$ cat config.mk
export PLATFORM = sky130hd
export DESIGN_NAME = sync_fifo
export DESIGN_NICKNAME = d
export VERILOG_FILES = /design/src/rtl/fifo_pkg.sv /design/src/rtl/fifo_ram.sv /design/src/rtl/sync_fifo.sv
export SDC_FILE = /design/constraint.sdc
export NUM_CORES = 1
export LEC_CHECK = 0
export ABC_AREA = 0
export BUFFER_PORTS_ARGS = -buffer_cell sky130_fd_sc_hd__buf_4
export CORE_ASPECT_RATIO = 0.5
export CORE_MARGIN = 2
export CORE_UTILIZATION = 50
export DETAILED_ROUTE_END_ITERATION = 6
export PLACE_DENSITY = 0.72
export SETUP_SLACK_MARGIN = 0.4
export SKIP_CTS_REPAIR_TIMING = 1
export SYNTH_ARGS = -nofsm -noshare
export SYNTH_HDL_FRONTEND = slang
export SYNTH_SLANG_ARGS = --single-unit
$ cat constraint.sdc
create_clock -name clk -period 2.4 [get_ports clk]
set_input_delay 0.36 -clock clk [delete_from_list [all_inputs] [get_ports clk]]
set_output_delay 0.36 -clock clk [all_outputs]
set_load 0.01 [all_outputs]
$ cat src/rtl/fifo_pkg.sv
// Shared FIFO definitions: read-mode constants and pointer sizing helpers
// used by the synchronous and asynchronous FIFOs.
package fifo_pkg;

  localparam int FIFO_MODE_STD  = 0;
  localparam int FIFO_MODE_FWFT = 1;

  function automatic int clog2(input int value);
    int result;
    int remaining;
    result    = 0;
    remaining = value - 1;
    while (remaining > 0) begin
      result    = result + 1;
      remaining = remaining >> 1;
    end
    return result;
  endfunction

  // One extra bit beyond the address lets full and empty be told apart.
  function automatic int ptr_width(input int depth);
    return clog2(depth) + 1;
  endfunction

endpackage

$ cat src/rtl/fifo_ram.sv
// Storage array for the FIFOs: one clocked write port, one asynchronous read port.
// Contents are deliberately not reset.
module fifo_ram #(
  parameter int DATA_WIDTH = 8,
  parameter int DEPTH      = 8,
  parameter int PTR_WIDTH  = 3
) (
  input  logic                  clk,
  input  logic                  we,
  input  logic [PTR_WIDTH-1:0]  waddr,
  input  logic [DATA_WIDTH-1:0] wdata,
  input  logic [PTR_WIDTH-1:0]  raddr,
  output logic [DATA_WIDTH-1:0] rdata
);

  logic [DATA_WIDTH-1:0] mem [DEPTH];

  always_ff @(posedge clk) begin
    if (we) begin
      mem[waddr] <= wdata;
    end
  end

  assign rdata = mem[raddr];

endmodule

$ cat src/rtl/sync_fifo.sv
// Single-clock FIFO with level count, programmable almost-full/almost-empty,
// sticky overflow/underflow and a selectable standard or first-word-fall-through read.
module sync_fifo
  import fifo_pkg::*;
#(
  parameter int DATA_WIDTH = 8,
  parameter int DEPTH      = 8,
  parameter int PTR_WIDTH  = 3,
  parameter int AF_THRESH  = 6,
  parameter int AE_THRESH  = 1,
  parameter int FWFT       = 0
) (
  input  logic                  clk,
  input  logic                  rst,
  input  logic                  wr_en,
  input  logic [DATA_WIDTH-1:0] wr_data,
  input  logic                  rd_en,
  input  logic                  err_clr,
  output logic [DATA_WIDTH-1:0] rd_data,
  output logic                  full,
  output logic                  empty,
  output logic                  almost_full,
  output logic                  almost_empty,
  output logic [PTR_WIDTH:0]    count,
  output logic                  overflow,
  output logic                  underflow
);

  localparam logic [PTR_WIDTH:0] AF_LEVEL = (PTR_WIDTH + 1)'(AF_THRESH);
  localparam logic [PTR_WIDTH:0] AE_LEVEL = (PTR_WIDTH + 1)'(AE_THRESH);

  logic [PTR_WIDTH:0]    wptr;
  logic [PTR_WIDTH:0]    rptr;
  logic [PTR_WIDTH:0]    level;
  logic                  wr_ok;
  logic                  rd_ok;
  logic [DATA_WIDTH-1:0] ram_rdata;

  // Flags come only from the registered pointers, never from wr_en/rd_en.
  assign level        = wptr - rptr;
  assign empty        = (wptr == rptr);
  assign full         = (wptr[PTR_WIDTH] != rptr[PTR_WIDTH]) &&
                        (wptr[PTR_WIDTH-1:0] == rptr[PTR_WIDTH-1:0]);
  assign count        = level;
  assign almost_full  = (level >= AF_LEVEL);
  assign almost_empty = (level <= AE_LEVEL);

  assign wr_ok = wr_en && !full;
  assign rd_ok = rd_en && !empty;

  always_ff @(posedge clk or posedge rst) begin
    if (rst) begin
      wptr <= '0;
      rptr <= '0;
    end else begin
      if (wr_ok) begin
        wptr <= wptr + 1'b1;
      end
      if (rd_ok) begin
        rptr <= rptr + 1'b1;
      end
    end
  end

  // A fresh error in the same cycle as err_clr stays set.
  always_ff @(posedge clk or posedge rst) begin
    if (rst) begin
      overflow  <= 1'b0;
      underflow <= 1'b0;
    end else begin
      if (wr_en && full) begin
        overflow <= 1'b1;
      end else if (err_clr) begin
        overflow <= 1'b0;
      end
      if (rd_en && empty) begin
        underflow <= 1'b1;
      end else if (err_clr) begin
        underflow <= 1'b0;
      end
    end
  end

  fifo_ram #(
    .DATA_WIDTH (DATA_WIDTH),
    .DEPTH      (DEPTH),
    .PTR_WIDTH  (PTR_WIDTH)
  ) u_ram (
    .clk   (clk),
    .we    (wr_ok),
    .waddr (wptr[PTR_WIDTH-1:0]),
    .wdata (wr_data),
    .raddr (rptr[PTR_WIDTH-1:0]),
    .rdata (ram_rdata)
  );

  generate
    if (FWFT == FIFO_MODE_FWFT) begin : g_fwft
      // Gated to zero while empty so the output is defined straight out of reset.
      assign rd_data = empty ? '0 : ram_rdata;
    end else begin : g_std
      always_ff @(posedge clk or posedge rst) begin
        if (rst) begin
          rd_data <= '0;
        end else if (rd_ok) begin
          rd_data <= ram_rdata;
        end
      end
    end
  endgenerate

endmodule
==> results by group <==
Yosys
  • Warnings from Yosys: 0
  • Ys async rst share: 22.0%
  • Post-synth net total: 239
  • Gate Count Post-Synth: 220
  • Synth Flop Type: edfxtp_1
  • Post-synth EDFFs: 64
  • Synth unique cells: 32
  • Syn avg cell area: 15.4 um2
  • Sequential share of the synthesized area: 69.9%
  • Mapped Area: 3400 um2
  • Synthesized flop and latch total: 82

Floorplanning
  • Die area: 7510 um2
  • Num rows: 21
  • Initial Utilization: 51.3%
  • I/O pins: 31
  • Die Y: 62.3 um
  • Core region area: 6620 um2
  • Die W: 121 um

CTS
  • CTS tree: built
  • Clock Latency Late Sink: 0.34 ns
  • Clock-pin slew on the worst setup and hold paths: 0.06 ns
  • CTS root buf: clkbuf_16
  • Clk buf depth: 2
  • Total CTS buffers: 9
  • Clock sink count: 82
  • Htree depth: 3

Timing
  • Final min period: 2.21 ns
  • Slew Limit Fails: 0
  • Setup ws final: 0.186 ns
  • Fin Setup TNS: 0 ns
  • Final setup fails: 0
  • Actual slew at the worst max-slew pin: 0.765 ns
  • Fin. Hold Viols: 0
  • Fmax: 452 MHz
  • Relative slew slack: 48.9%
  • Final setup skew: 0.00604 ns
  • RSZ-0062 raised after global routing: yes
  • Final worst path period share: 92.2%

Place
  • Post-DP HPWL: 4360 um
  • Placed Cells incl. Taps: 355
  • Port Buffers: 30
  • Placer Congestion: 0.764
  • Pre-CTS WS: 0.336 ns

Final layout
  • Core Util, Final: 65.8%
  • Layout cell share with drive strength beyond 1: 41.1%
  • Ant diodes: 0
  • Area growth syn-to-layout: 28.3%
  • Final cell count without fillers: 379
  • # fillers: 463
  • Final #Nets: 301

Critical path
  • Cells along the critical path: buf_6 > fa_2 > inv_2 > nor2_1 > o21a_1 > buf_6
  • Worst Path Required: 2.04 ns
  • Crit path DAT: 1.85 ns
  • CP bufs+invs: 3
  • CP top delay family: adder cells
  • Largest stage delay, worst path: 0.56 ns
  • CP startpoint kind: register
  • CP max FO: 7
  • Worst path slowest cell: fa_2
  • Setup crit end kind: output pin
  • Critical path type: reg2out
  • Cell mode on critical path: buf_6

Global routing
  • First-pass GRT wire length: 10800 um
  • GRT Total Usage: 19.7%
  • Largest net degree at the start of global routing: 36
  • Gr ovfl total: 0
  • Number of antenna violations at the first check in global routing: 0
  • Number of global-route vias before repair: 2065

Power and ir drop
  • Max VDD drop: 730 uV
  • Power after layout: 6.44 mW
  • Leak: 1.67 nW
  • Pwr dens: 1480 nW/um2

Routing
  • ANT nets after route: 0
  • Routed len/inst: 18.6 um
  • DR pass1 iterations: 4
  • WL final: 7070 um
  • Initial DRC count: 214
  • DRC Markers: 0
  • Detailed-route via count: 2029
  • Vias per cell: 5.35

Min path
  • Min-Delay Path Class: in2async

Status
  • Outcome: completed

Flow run
  • Max-cap violations: 0
==> state kept, by name, summed over array words and instances (netlist names) <==
name       count
u_ram.mem     64
overflow       1
wptr           4
rptr           4
underflow      1
rd_data        8
==> cells in the final DEF, fill, tap and decap left out, types with 2 or more instances in the layout <==
cell type  count
a22oi_1        8
buf_4         53
buf_6          5
bufinv_16      2
clkbuf_16      9
dfrtp_1       18
edfxtp_1      64
ha_1           2
ha_4           3
inv_1          7
inv_2          5
mux2_2        16
mux2_4         2
mux2i_1       16
nand2_1       15
nand3_1        2
nor2_1         5
nor2_2         4
nor2_4         2
nor3_1         2
o21ai_0        9
o21ai_1        2
o21ai_2        2
o221ai_1       8
xnor2_1        4
xor2_1         3
==> worst register-to-register path, stage by stage, from the launching register on <==
cell and delay [ns]:
dfrtp_1 0.42, ha_4 0.31, nand3_1 0.13, buf_4 0.19, o21ai_4 0.29, buf_4 0.18
mux2_4 0.29
==> area by class of cell <==
cell class / instances / area, um2 / share of cell area (%)
clock buffers: 9 / 225 / 5.17
flip-flops and latches: 82 / 2370 / 54.5
repair buffers: 58 / 454 / 10.4
inverters: 12 / 45.0 / 1.03
well taps: 92 / 115 / 2.64
multi-input cells: 119 / 1040 / 24.0
clock inverters: 7 / 101 / 2.33
==> logic make-up (layout without fill, tap and decap cells) <==
kind of cell	count (synthesis)	count (layout)	synth area share, %
AOI/OAI and AO/OA	33	33	6.60
adders and majority gates	6	6	2.43
buffers and inverters	19	86	2.84
muxes	34	34	10.9
DFF	82	82	69.9
xor gates and xnor gates	9	9	2.54
and+or+nand+nor	37	37	4.83
==> worst paths after layout <==
path	depth (start not counted)	end	slack (ns)	from
max in group asynchronous	2	rd_data[7]$_DFFE_PP0P_	1.75	rst
worst max-delay path	6	almost_empty	0.19	rptr[1]$_DFFE_PP0P_
worst min-delay path	2	underflow$_DFFE_PP0P_	0.16	rst
worst max register to register	6	wptr[1]$_DFFE_PP0P_	0.47	wptr[2]$_DFFE_PP0P_
worst min register to register	2	rd_data[5]$_DFFE_PP0P_	0.49	rd_data[5]$_DFFE_PP0P_
min in group clk	2	overflow$_DFFE_PP0P_	0.23	err_clr
==> power by group <==
group / total [mW] / internal [mW] / switching, mW
clock: 1.49 / 0.921 / 0.571
sequential: 2.04 / 1.88 / 0.164
combinational: 2.90 / 1.43 / 1.48
==> cells in the mapped netlist, drive strengths merged, types with 5 or more instances <==
| library cell | number | area share (%) |
|---|---|---|
| o221ai | 8 | 2.1 |
| a22oi | 8 | 1.8 |
| xnor2 | 5 | 1.3 |
| dfrtp | 18 | 13 |
| inv | 12 | 1.3 |
| nand2 | 15 | 1.7 |
| nor2 | 11 | 1.4 |
| mux2 | 18 | 6.2 |
| ha | 5 | 1.8 |
| edfxtp | 64 | 57 |
| o21ai | 14 | 2.2 |
| mux2i | 16 | 4.7 |
| buf | 7 | 1.5 |
==> stage by stage <==
stage | instance area [um2] | hold slack (ns)
after floorplan | 3400 | 0.299
after global placement | 3840 | 0.468
after detailed placement | 3840 | 0.475
after CTS | 4170 | 0.206
after global routing | 4360 | 0.225
final | 4360 | 0.163
==> layer usage <==
| layer | GRT usage, % | up-vias | wire length, um |
|---|---|---|---|
| li1 | - | 952 | - |
| met3 | 4.96 | 9 | 337 |
| met5 | 0 | - | 0 |
| met1 | 26.8 | 1012 | 3190 |
| met2 | 30.8 | 56 | 3440 |
| met4 | 7.56 | 0 | 97 |
(Power assumes the default switching activity.)
